==> src/rtl/seq_roll_left.sv <==
// Multi-cycle left rotate / rotate-through-carry / shift-left unit.
// Works iteratively on a latched operand, then publishes result plus
// carry/zero/negitive flags on the edge that enters DONE.
//
// state  | meaning
// -------+----------------------------------------------------------
// S_IDLE | waiting for start; outputs hold the last result
// S_RUN  | stepping the working value until remaining count is 0
// S_DONE | one-cycle done pulse, then back to S_IDLE

package seq_roll_left_pkg;
  typedef logic [63:0] ulong_t;
  typedef logic [7:0]  ubyte_t;
  typedef logic [3:0]  sizeFlags_t;

  // One-hot width flags; any other pattern is an invalid size.
  localparam sizeFlags_t BITS_8  = 4'b0001;
  localparam sizeFlags_t BITS_16 = 4'b0010;
  localparam sizeFlags_t BITS_32 = 4'b0100;
  localparam sizeFlags_t BITS_64 = 4'b1000;
endpackage

module seq_roll_left
  import seq_roll_left_pkg::*;
#(
  parameter bit FAST_STEP = 1'b1
) (
  input  logic       clk,
  input  logic       rst_n,
  input  logic       start,
  input  logic       mode,
  input  sizeFlags_t size,
  input  logic       useCarry,
  input  logic       carryIn,
  input  ulong_t     a,
  input  ubyte_t     b,
  output logic       busy,
  output logic       done,
  output ulong_t     result,
  output logic       carry,
  output logic       zero,
  output logic       negitive
);

  typedef enum logic [1:0] {S_IDLE, S_RUN, S_DONE} state_t;

  function automatic logic [6:0] width_of(input sizeFlags_t s);
    case (s)
      BITS_8:  return 7'd8;
      BITS_16: return 7'd16;
      BITS_32: return 7'd32;
      BITS_64: return 7'd64;
      default: return 7'd0;
    endcase
  endfunction

  function automatic ulong_t mask_of(input logic [6:0] n);
    ulong_t m;
    m = '0;
    for (int i = 0; i < 64; i++) begin
      if (i < int'(n)) m[i] = 1'b1;
    end
    return m;
  endfunction

  // Rotate the low n bits of v left by s (s <= n).
  function automatic ulong_t rotl_n(input ulong_t v, input logic [6:0] n, input logic [3:0] s);
    ulong_t     m;
    ulong_t     vm;
    logic [6:0] back;
    m    = mask_of(n);
    vm   = v & m;
    back = n - {3'b000, s};
    return ((vm << s) | (vm >> back)) & m;
  endfunction

  // Rotate the (n+1)-bit ring {c, v[n-1:0]} left by s; carry sits at bit n.
  function automatic logic [64:0] rotc_n(input ulong_t v, input logic c,
                                         input logic [6:0] n, input logic [3:0] s);
    logic [64:0] m1;
    logic [64:0] ring;
    logic [6:0]  back;
    m1       = {1'b0, mask_of(n)};
    m1[n]    = 1'b1;
    ring     = {1'b0, v & mask_of(n)};
    ring[n]  = c;
    back     = n + 7'd1 - {3'b000, s};
    return ((ring << s) | (ring >> back)) & m1;
  endfunction

  state_t     state_q;
  sizeFlags_t size_q;
  logic       mode_q, uc_q;
  ulong_t     v_q, v_d;
  logic       c_q, c_d;
  logic [7:0] rem_q, rem_d;
  logic       busy_q, done_q, carry_q, zero_q, neg_q;
  ulong_t     result_q;

  logic [6:0]  n_acc;
  ulong_t      a_m;
  logic [7:0]  k_acc, kr, kc, ks;
  logic        c_acc;

  // Operand capture and step count for the accept edge.
  always_comb begin
    n_acc = width_of(size);
    a_m   = a & mask_of(n_acc);
    kr    = '0;
    kc    = '0;
    ks    = '0;
    case (size)
      BITS_8: begin
        kr = b % 8'd8;
        kc = b % 8'd9;
        ks = (b > 8'd9) ? 8'd9 : b;
      end
      BITS_16: begin
        kr = b % 8'd16;
        kc = b % 8'd17;
        ks = (b > 8'd17) ? 8'd17 : b;
      end
      BITS_32: begin
        kr = b % 8'd32;
        kc = b % 8'd33;
        ks = (b > 8'd33) ? 8'd33 : b;
      end
      BITS_64: begin
        kr = b % 8'd64;
        kc = b % 8'd65;
        ks = (b > 8'd65) ? 8'd65 : b;
      end
      default: ;
    endcase
    k_acc = mode ? ks : (useCarry ? kc : kr);
    c_acc = (n_acc != 7'd0) ? carryIn : 1'b0;
  end

  logic [6:0]  n_run;
  ulong_t      m_run;
  logic [3:0]  step;
  logic [5:0]  out_idx;
  logic [64:0] ring_d;

  // One RUN step: advance 8 positions when allowed, otherwise 1.
  always_comb begin
    n_run   = width_of(size_q);
    m_run   = mask_of(n_run);
    step    = (FAST_STEP && (rem_q >= 8'd8)) ? 4'd8 : 4'd1;
    rem_d   = rem_q - {4'b0000, step};
    out_idx = 6'(n_run - {3'b000, step});
    ring_d  = rotc_n(v_q, c_q, n_run, step);
    v_d     = v_q;
    c_d     = c_q;
    if (mode_q) begin
      c_d = v_q[out_idx];
      v_d = (v_q << step) & m_run;
    end else if (uc_q) begin
      v_d = ring_d[63:0] & m_run;
      c_d = ring_d[n_run];
    end else begin
      v_d = rotl_n(v_q, n_run, step);
    end
  end

  ulong_t     src_v;
  logic       src_c, src_mode, src_uc, src_kz;
  logic [6:0] src_n;
  logic [5:0] neg_idx;
  logic       car_d, zero_d, neg_d;

  // Flags for the edge entering DONE, from either the accept path (k == 0) or the final step.
  always_comb begin
    if (state_q == S_IDLE) begin
      src_v    = a_m;
      src_c    = c_acc;
      src_mode = mode;
      src_uc   = useCarry;
      src_kz   = 1'b1;
      src_n    = n_acc;
    end else begin
      src_v    = v_d;
      src_c    = c_d;
      src_mode = mode_q;
      src_uc   = uc_q;
      src_kz   = 1'b0;
      src_n    = n_run;
    end
    if (src_mode)    car_d = src_kz ? 1'b0 : src_c;
    else if (src_uc) car_d = src_c;
    else             car_d = src_kz ? 1'b0 : src_v[0];
    neg_idx = 6'(src_n - 7'd1);
    neg_d   = (src_n != 7'd0) && src_v[neg_idx];
    zero_d  = (src_v == '0);
  end

  // Sequencer with registered handshake and result outputs.
  always_ff @(posedge clk or negedge rst_n) begin
    if (!rst_n) begin
      state_q  <= S_IDLE;
      size_q   <= '0;
      mode_q   <= 1'b0;
      uc_q     <= 1'b0;
      v_q      <= '0;
      c_q      <= 1'b0;
      rem_q    <= '0;
      busy_q   <= 1'b0;
      done_q   <= 1'b0;
      result_q <= '0;
      carry_q  <= 1'b0;
      zero_q   <= 1'b0;
      neg_q    <= 1'b0;
    end else begin
      case (state_q)
        S_IDLE: begin
          if (start) begin
            size_q <= size;
            mode_q <= mode;
            uc_q   <= useCarry;
            v_q    <= a_m;
            c_q    <= c_acc;
            rem_q  <= k_acc;
            busy_q <= 1'b1;
            if (k_acc == 8'd0) begin
              state_q  <= S_DONE;
              done_q   <= 1'b1;
              result_q <= src_v;
              carry_q  <= car_d;
              zero_q   <= zero_d;
              neg_q    <= neg_d;
            end else begin
              state_q <= S_RUN;
            end
          end
        end
        S_RUN: begin
          v_q   <= v_d;
          c_q   <= c_d;
          rem_q <= rem_d;
          if (rem_d == 8'd0) begin
            state_q  <= S_DONE;
            done_q   <= 1'b1;
            result_q <= src_v;
            carry_q  <= car_d;
            zero_q   <= zero_d;
            neg_q    <= neg_d;
          end
        end
        S_DONE: begin
          state_q <= S_IDLE;
          busy_q  <= 1'b0;
          done_q  <= 1'b0;
        end
        default: begin
          state_q <= S_IDLE;
          busy_q  <= 1'b0;
          done_q  <= 1'b0;
        end
      endcase
    end
  end

  assign busy     = busy_q;
  assign done     = done_q;
  assign result   = result_q;
  assign carry    = carry_q;
  assign zero     = zero_q;
  assign negitive = neg_q;

endmodule

==> config.mk <==
export PLATFORM = sky130hd
export DESIGN_NAME = seq_roll_left
export DESIGN_NICKNAME = d
export VERILOG_FILES = /design/src/rtl/seq_roll_left.sv
export SDC_FILE = /design/constraint.sdc
export NUM_CORES = 1
export LEC_CHECK = 0
export CAP_MARGIN = 15
export CORE_ASPECT_RATIO = 0.75
export CORE_MARGIN = 3
export CORE_UTILIZATION = 40
export CTS_CLUSTER_DIAMETER = 120
export CTS_CLUSTER_SIZE = 16
export DETAILED_ROUTE_END_ITERATION = 6
export SLEW_MARGIN = 10
export SYNTH_ARGS = -nofsm -noshare
export SYNTH_HDL_FRONTEND = slang
export SYNTH_SLANG_ARGS = --single-unit
==> constraint.sdc <==
create_clock -name clk -period 8.7 [get_ports clk]
set_clock_uncertainty 0.1 [all_clocks]
set_input_delay 0.87 -clock clk [delete_from_list [all_inputs] [get_ports clk]]
set_output_delay 0.87 -clock clk [all_outputs]
set_load 0.02 [all_outputs]
* Yosys cells after proc, flatten, opt, wreduce, memory -nomap -nowiden
Cells that the tools add are included.
** Cells by class
- $add $sub $neg :: 5
- Div/mod/pow operators :: 4
- Order comparisons :: 137
- Equal/unequal tests :: 12
- Shifts and indexed selects :: 5
- Muxes and demuxes :: 324
- Bitwise gates (word level) :: 11
- Reduce and logical (&&, ||, !) cells :: 15
** Operators by type and width (count)
- $lt 6x7->1 const A :: 64
- $mux 64 :: 7
- $and 64x64->64 :: 6
- $mux 1 :: 285
- $pmux 64 s2 :: 2
- $lt 5x7->1 const A :: 32
- $shl 64x4->64 :: 2
- $lt 4x7->1 const A :: 16
- $and 65x65->65 :: 1
- $bwmux 65 :: 1
- $or 64x65->65 :: 1
- $or 65x65->65 :: 1
- $shl 65x4->65 :: 1
- $shr 65x7->65 :: 1
- $logic_not 64->1 :: 1
- $or 64x64->64 :: 1
- $pmux 8 s4 :: 2
- $shr 64x7->64 :: 1
- $lt 3x7->1 const A :: 8
- $mux 8 :: 7
- $pmux 7 s4 :: 2
- $lt 1x7->1 const A :: 4
- $lt 2x7->1 const A :: 4
- $pmux 6 s4 :: 1
- 41 further kinds :: 62
** Storage, ports and cells
- Bits in registers :: 150
- Output and inout port bits :: 69

* Depth between registers and ports, before layout
- Depth in word-level cells :: 20
- Gate-level depth with buffers :: 47

* Worst setup path before layout
No wires, ideal clock.
- Kind :: input port to flip-flop
- Start :: in size[3]
- End :: reg result_q[7] (netlist: result[7])
- Data arrival time :: 10901 ps
- Required time :: 8472 ps
- Slack :: -2428 ps
- Stages on the path :: 44
- Buffers on the path :: 6
- Cell sequence :: buf_4 o21ai_0 o211a_1 buf_2 clkbuf_1 clkbuf_1 ha_1 nor2_1 o41ai_1 o31ai_1 ha_1 o21ai_0 a211oi_1 and2b_1 o22ai_1 o21ai_0 xor2_1 ha_1 (+8 left out) a2111oi_0 a31o_2 mux2_2 inv_1 ha_1 a21oi_1 inv_1 a21oi_1 and3b_1 a22oi_4 o31ai_1 o211ai_1 or4_1 or4_4 a21oi_4 buf_6 buf_6 mux2_1
** On the way
- Cells in the longest elaborated chain, start to end :: 9
- Elaborated cells on any way between the ends :: 21
- Classes of those cells :: 1 x order compare; 5 x eq/ne; 12 x mux; 1 x bitwise; 2 x reduce/logical
** RTL lines
- start: declaration :: line 32 : input sizeFlags_t size,
- $eq 4x4->1 (tied with other cells) :: line 48, 112
- $pmux 7 s4 :: line 48 : case (s)
- $lt 3x7->1 :: line 61 : if (i < int'(n)) m[i] = 1'b1;
- $mux 1 :: line 61
- $and 64x64->64 :: line 108 : a_m = a & mask_of(n_acc);
- $mux 64 :: line 174 : if (state_q == S_IDLE) begin
- $mux 64 :: line 224 : if (k_acc == 8'd0) begin
- $mux 64 :: line 216 : if (start) begin
- $pmux 64 s2 :: line 214 : case (state_q)
- end signal: assignment :: line 227 : result_q <= src_v;
- end signal: assignment :: line 243 : result_q <= src_v;
- end: declaration :: line 98 : ulong_t result_q;
Parallel ways exist; a longest one is shown, timed or not. The select of a mux whose other input is x is not followed.
A chain may end at the register's enable or synchronous reset.

* Final worst setup path
- Start :: in size[1]
- End :: reg result_q[57] (netlist: result[57])
** On the way
- Cells in the longest elaborated chain, start to end :: 9
- Elaborated cells on any way between the ends :: 21
- Classes of those cells :: 1 x order compare; 5 x eq/ne; 12 x mux; 1 x bitwise; 2 x reduce/logical
** RTL lines (line)
- $eq 4x4->1 (tied with other cells) :: 48, 112
- $pmux 7 s4 :: 48
- $lt 6x7->1 :: 61
- $mux 1 :: 61
- $and 64x64->64 :: 108
- $mux 64 :: 174
- $mux 64 :: 224
- $mux 64 :: 216
- $pmux 64 s2 :: 214
Parallel ways exist; a longest one is shown, timed or not. The select of a mux whose other input is x is not followed.

==> impl_metrics.py <==
metrics = {
    "outcome": {
        "outcome": "complete, but fails checks",
        "violations": "negative setup slack",
    },
    "logic_synthesis": {
        "synth_edf_count": 0,
        "synth_xor_area_share_pct": 1.82,
        "syn-cell-area_mm2": 0.0129,
        "netlist-cell-type-count": 85,
        "synthAdderAreaFrac_pct": 2.42,
        "synth_compound_area_share_pct": 29.4,
        "avgSynthCellArea_um2": 7.85,
        "syn_nets": 1756,
        "synth_top_area_share_pct": 29.0,
        "ys_warn_count": 0,
        "synth_top_family_by_area": "compound AO/OA/AOI/OAI gates",
        "synth_seq_area_share_pct": 29.0,
        "yosys.area.top_type": "dfrtp_1",
        "ys_top_cells_by_area": "dfrtp_1, nand2_1, o21ai_0, a21oi_1, mux2_2",
        "muxShareOfSynthArea_pct": 10.6,
        "async_flop_share_pct": 100,
        "synth_cells": 1649,
        "synth-main-ff-cell": "dfrtp_1",
        "synth_seq_cells": 150,
        "yosys.area_share.simple_pct": 21.6,
    },
    "setup_path": {
        "r2r_setup_slack_ns": 2.79,
        "path_class": "primary input to flop",
        "required_ns": 8.94,
        "cp_slowest_stage_delay_ns": 0.58,
        "critical_path_arrival_ns": 9.51,
        "cp-end-kind": "flop",
        "start_kind": "primary input",
        "crit_family": "compound AO/OA/AOI/OAI gates",
        "crit_fanout": 6,
        "crit_slowest_cell": "or4_4",
        "crit_buf_inv": 9,
        "cpMostUsedCell": "ha_4",
    },
    "power_and_ir_drop": {
        "swShare_pct": 50.2,
        "clkPwrFrac_pct": 11.0,
        "switchingPower_mw": 3.39,
        "ir_worst_vdd_mv": 0.333,
        "pwr-share-comb_pct": 72.3,
        "p_int_mw": 3.36,
        "power.total_mw": 6.75,
        "p_per_area_mw_per_mm2": 392,
        "pwr-share-seq_pct": 16.7,
        "leakage_nw": 7.02,
    },
    "grt": {
        "overflow": 0,
        "track_usage_pct": 33.3,
        "grt_max_degree": 80,
        "antenna_found_initial": 2,
        "first_global_vias": 14248,
        "grt_pass1_wl_um": 88100,
    },
    "placed_design": {
        "post-place-ws_ns": -1.30,
        "dp_hpwl_um": 42100,
        "gp_congestion": 1.00,
        "port_buffers": 150,
        "place_area_mm2": 0.0159,
    },
    "sta": {
        "setup_viol": 68,
        "max_freq_mhz": 108,
        "worst_slew_pin_slew_ns": 1.01,
        "drv_slew": 0,
        "finalCritPeriodShare_pct": 107,
        "fin_ws_ns": -0.568,
        "grt_setup_unrepaired": "yes",
        "slew_headroom_pct": 31.9,
        "hold_violations": 0,
        "finalCriticalPeriod_ns": 9.27,
        "whs_ns": 0.344,
    },
    "layout": {
        "fin_nets": 1985,
        "final_common_cell": "nand2_1",
        "finish.utilization_pct": 54.5,
        "layout_common_cells": "nand2_1, buf_4, o21ai_0",
        "syn_to_final_growth_pct": 33.0,
        "num_antenna_cells": 0,
        "fin_area_mm2": 0.0172,
        "drive_above_1_share_pct": 20.1,
    },
    "detailed_routing": {
        "drc": 0,
        "wirelength_um": 58100,
        "antenna_left": 0,
        "vias": 14898,
        "viasPerCell": 6.41,
        "first_iter_violations": 1852,
        "wl_per_cell_um": 25.0,
        "dr.pass1.iters": 6,
    },
    "cts": {
        "cts_inserted_buffers": 17,
        "cts_tree": "done",
        "cts_root_buf": "clkbuf_16",
        "cts_sinks": 150,
        "cts_hold_repair.buffers": 0,
        "clockBufferDepth": 2,
        "clk_latency_ns": 0.46,
        "path_clk_slew_ns": 0.06,
        "htreeDepth": 4,
    },
    "floorplanning": {
        "core-area_mm2": 0.0316,
        "fp.dieH_um": 162,
        "rows": 56,
        "start_util_pct": 40.9,
        "die_x_um": 214,
        "ioPinCount": 151,
        "fp.dieArea_mm2": 0.0346,
    },
    "hold_path": {
        "min_path_type": "primary input to async pin",
    },
    "run": {
        "cap_violations": 0,
    },
}
-- what timing repair did --
action                                  in CTS  in global routing
gates cloned                                 7                  1
pin swaps                                   20                 28
endpoints found under the setup margin      70                 71
resized for setup                           93                 15
setup buffers                               35                  7
-- sequential cells by signal, indices dropped and copies added (netlist names) --
register and flops:
rem_q 8, c_q 1, result 64, negitive 1
carry 1, mode_q 1, done 1, zero 1
size_q 4, uc_q 1, v_q 64, busy 1
state_q 2
-- final cells by class --
type	count	area [um^2]
clock buffers	18	439
clock inverters	11	129
fillers	3003	14400
inverters	32	120
multi-input cells	1336	9040
flip-flops and latches	150	3750
well taps	435	544
repair buffers	341	3180
-- metal layers --
metal | part of all wire [%] | vias to the layer above | routed length, um | GRT usage, %
met5 | 0.031 | - | 18 | 0
li1 | - | 6651 | - | -
met2 | 42 | 872 | 24400 | 48.2
met4 | 3.2 | 4 | 1870 | 11.7
met3 | 11 | 120 | 6460 | 9.56
met1 | 44 | 7251 | 25400 | 47.5
-- metrics by stage --
stage	setup TNS, ns	std cells
CTS	-28.95	2327
global route	-62.26	2323
detailed placement	-87.04	2256
finish	-36.00	2323
floorplan	-69.87	1649
global placement	-71.06	2256
-- worst paths after layout --
path | startpoint | end | cells past startpoint
min | rst_n | result[11] | 1
max | size[1] | result[57] | 42
max in group asynchronous | rst_n | v_q[57] | 2
min reg2reg | busy | busy | 1
max reg2reg | size_q[3] | zero | 17
min in group clk | busy | busy | 1
-- cell families (layout without fill, tap and decap cells) --
family,after synthesis,in the layout
flip-flops,150,150
adder cells (fa/ha/maj),25,25
AO/OA/AOI/OAI,582,582
AND/OR/NAND/NOR,594,594
multiplexers,109,109
XOR/XNOR,26,26
buffers and inverters,163,402
-- power groups by stage --
stage | sequential (mW) | combinational [mW] | clock (mW)
6_report | 1.13 | 4.88 | 0.745
5_1_grt | 1.15 | 5.19 | 0.778
4_1_cts | 1.12 | 4.78 | 0.752
3_5_place_dp | 1.12 | 4.28 | 0
3_3_place_gp | 1.12 | 4.26 | 0
2_1_floorplan | 1.15 | 2.63 | 0
-- cell usage after synthesis, drive strengths merged (9+ instances only) --
cell and n:
a211o 9, or3 9, o211ai 19, xnor2 13, mux4 15, a311oi 10, a32oi 35, xor2 13
clkbuf 100, a22oi 40, inv 30, buf 31, nor4 16, and2 9, a31oi 19, nand3b 11
dfrtp 150, mux2i 23, a21o 23, nand2b 14, nor3 30, ha 25, nand3 100, nor2b 9
a21oi 146, a211oi 22, mux2 71, nor2 84, a221o 9, and3 16, nand4 9, o31ai 11
nand2 257, o21ai 165
Note: power is estimated with default switching activity, not from simulation.
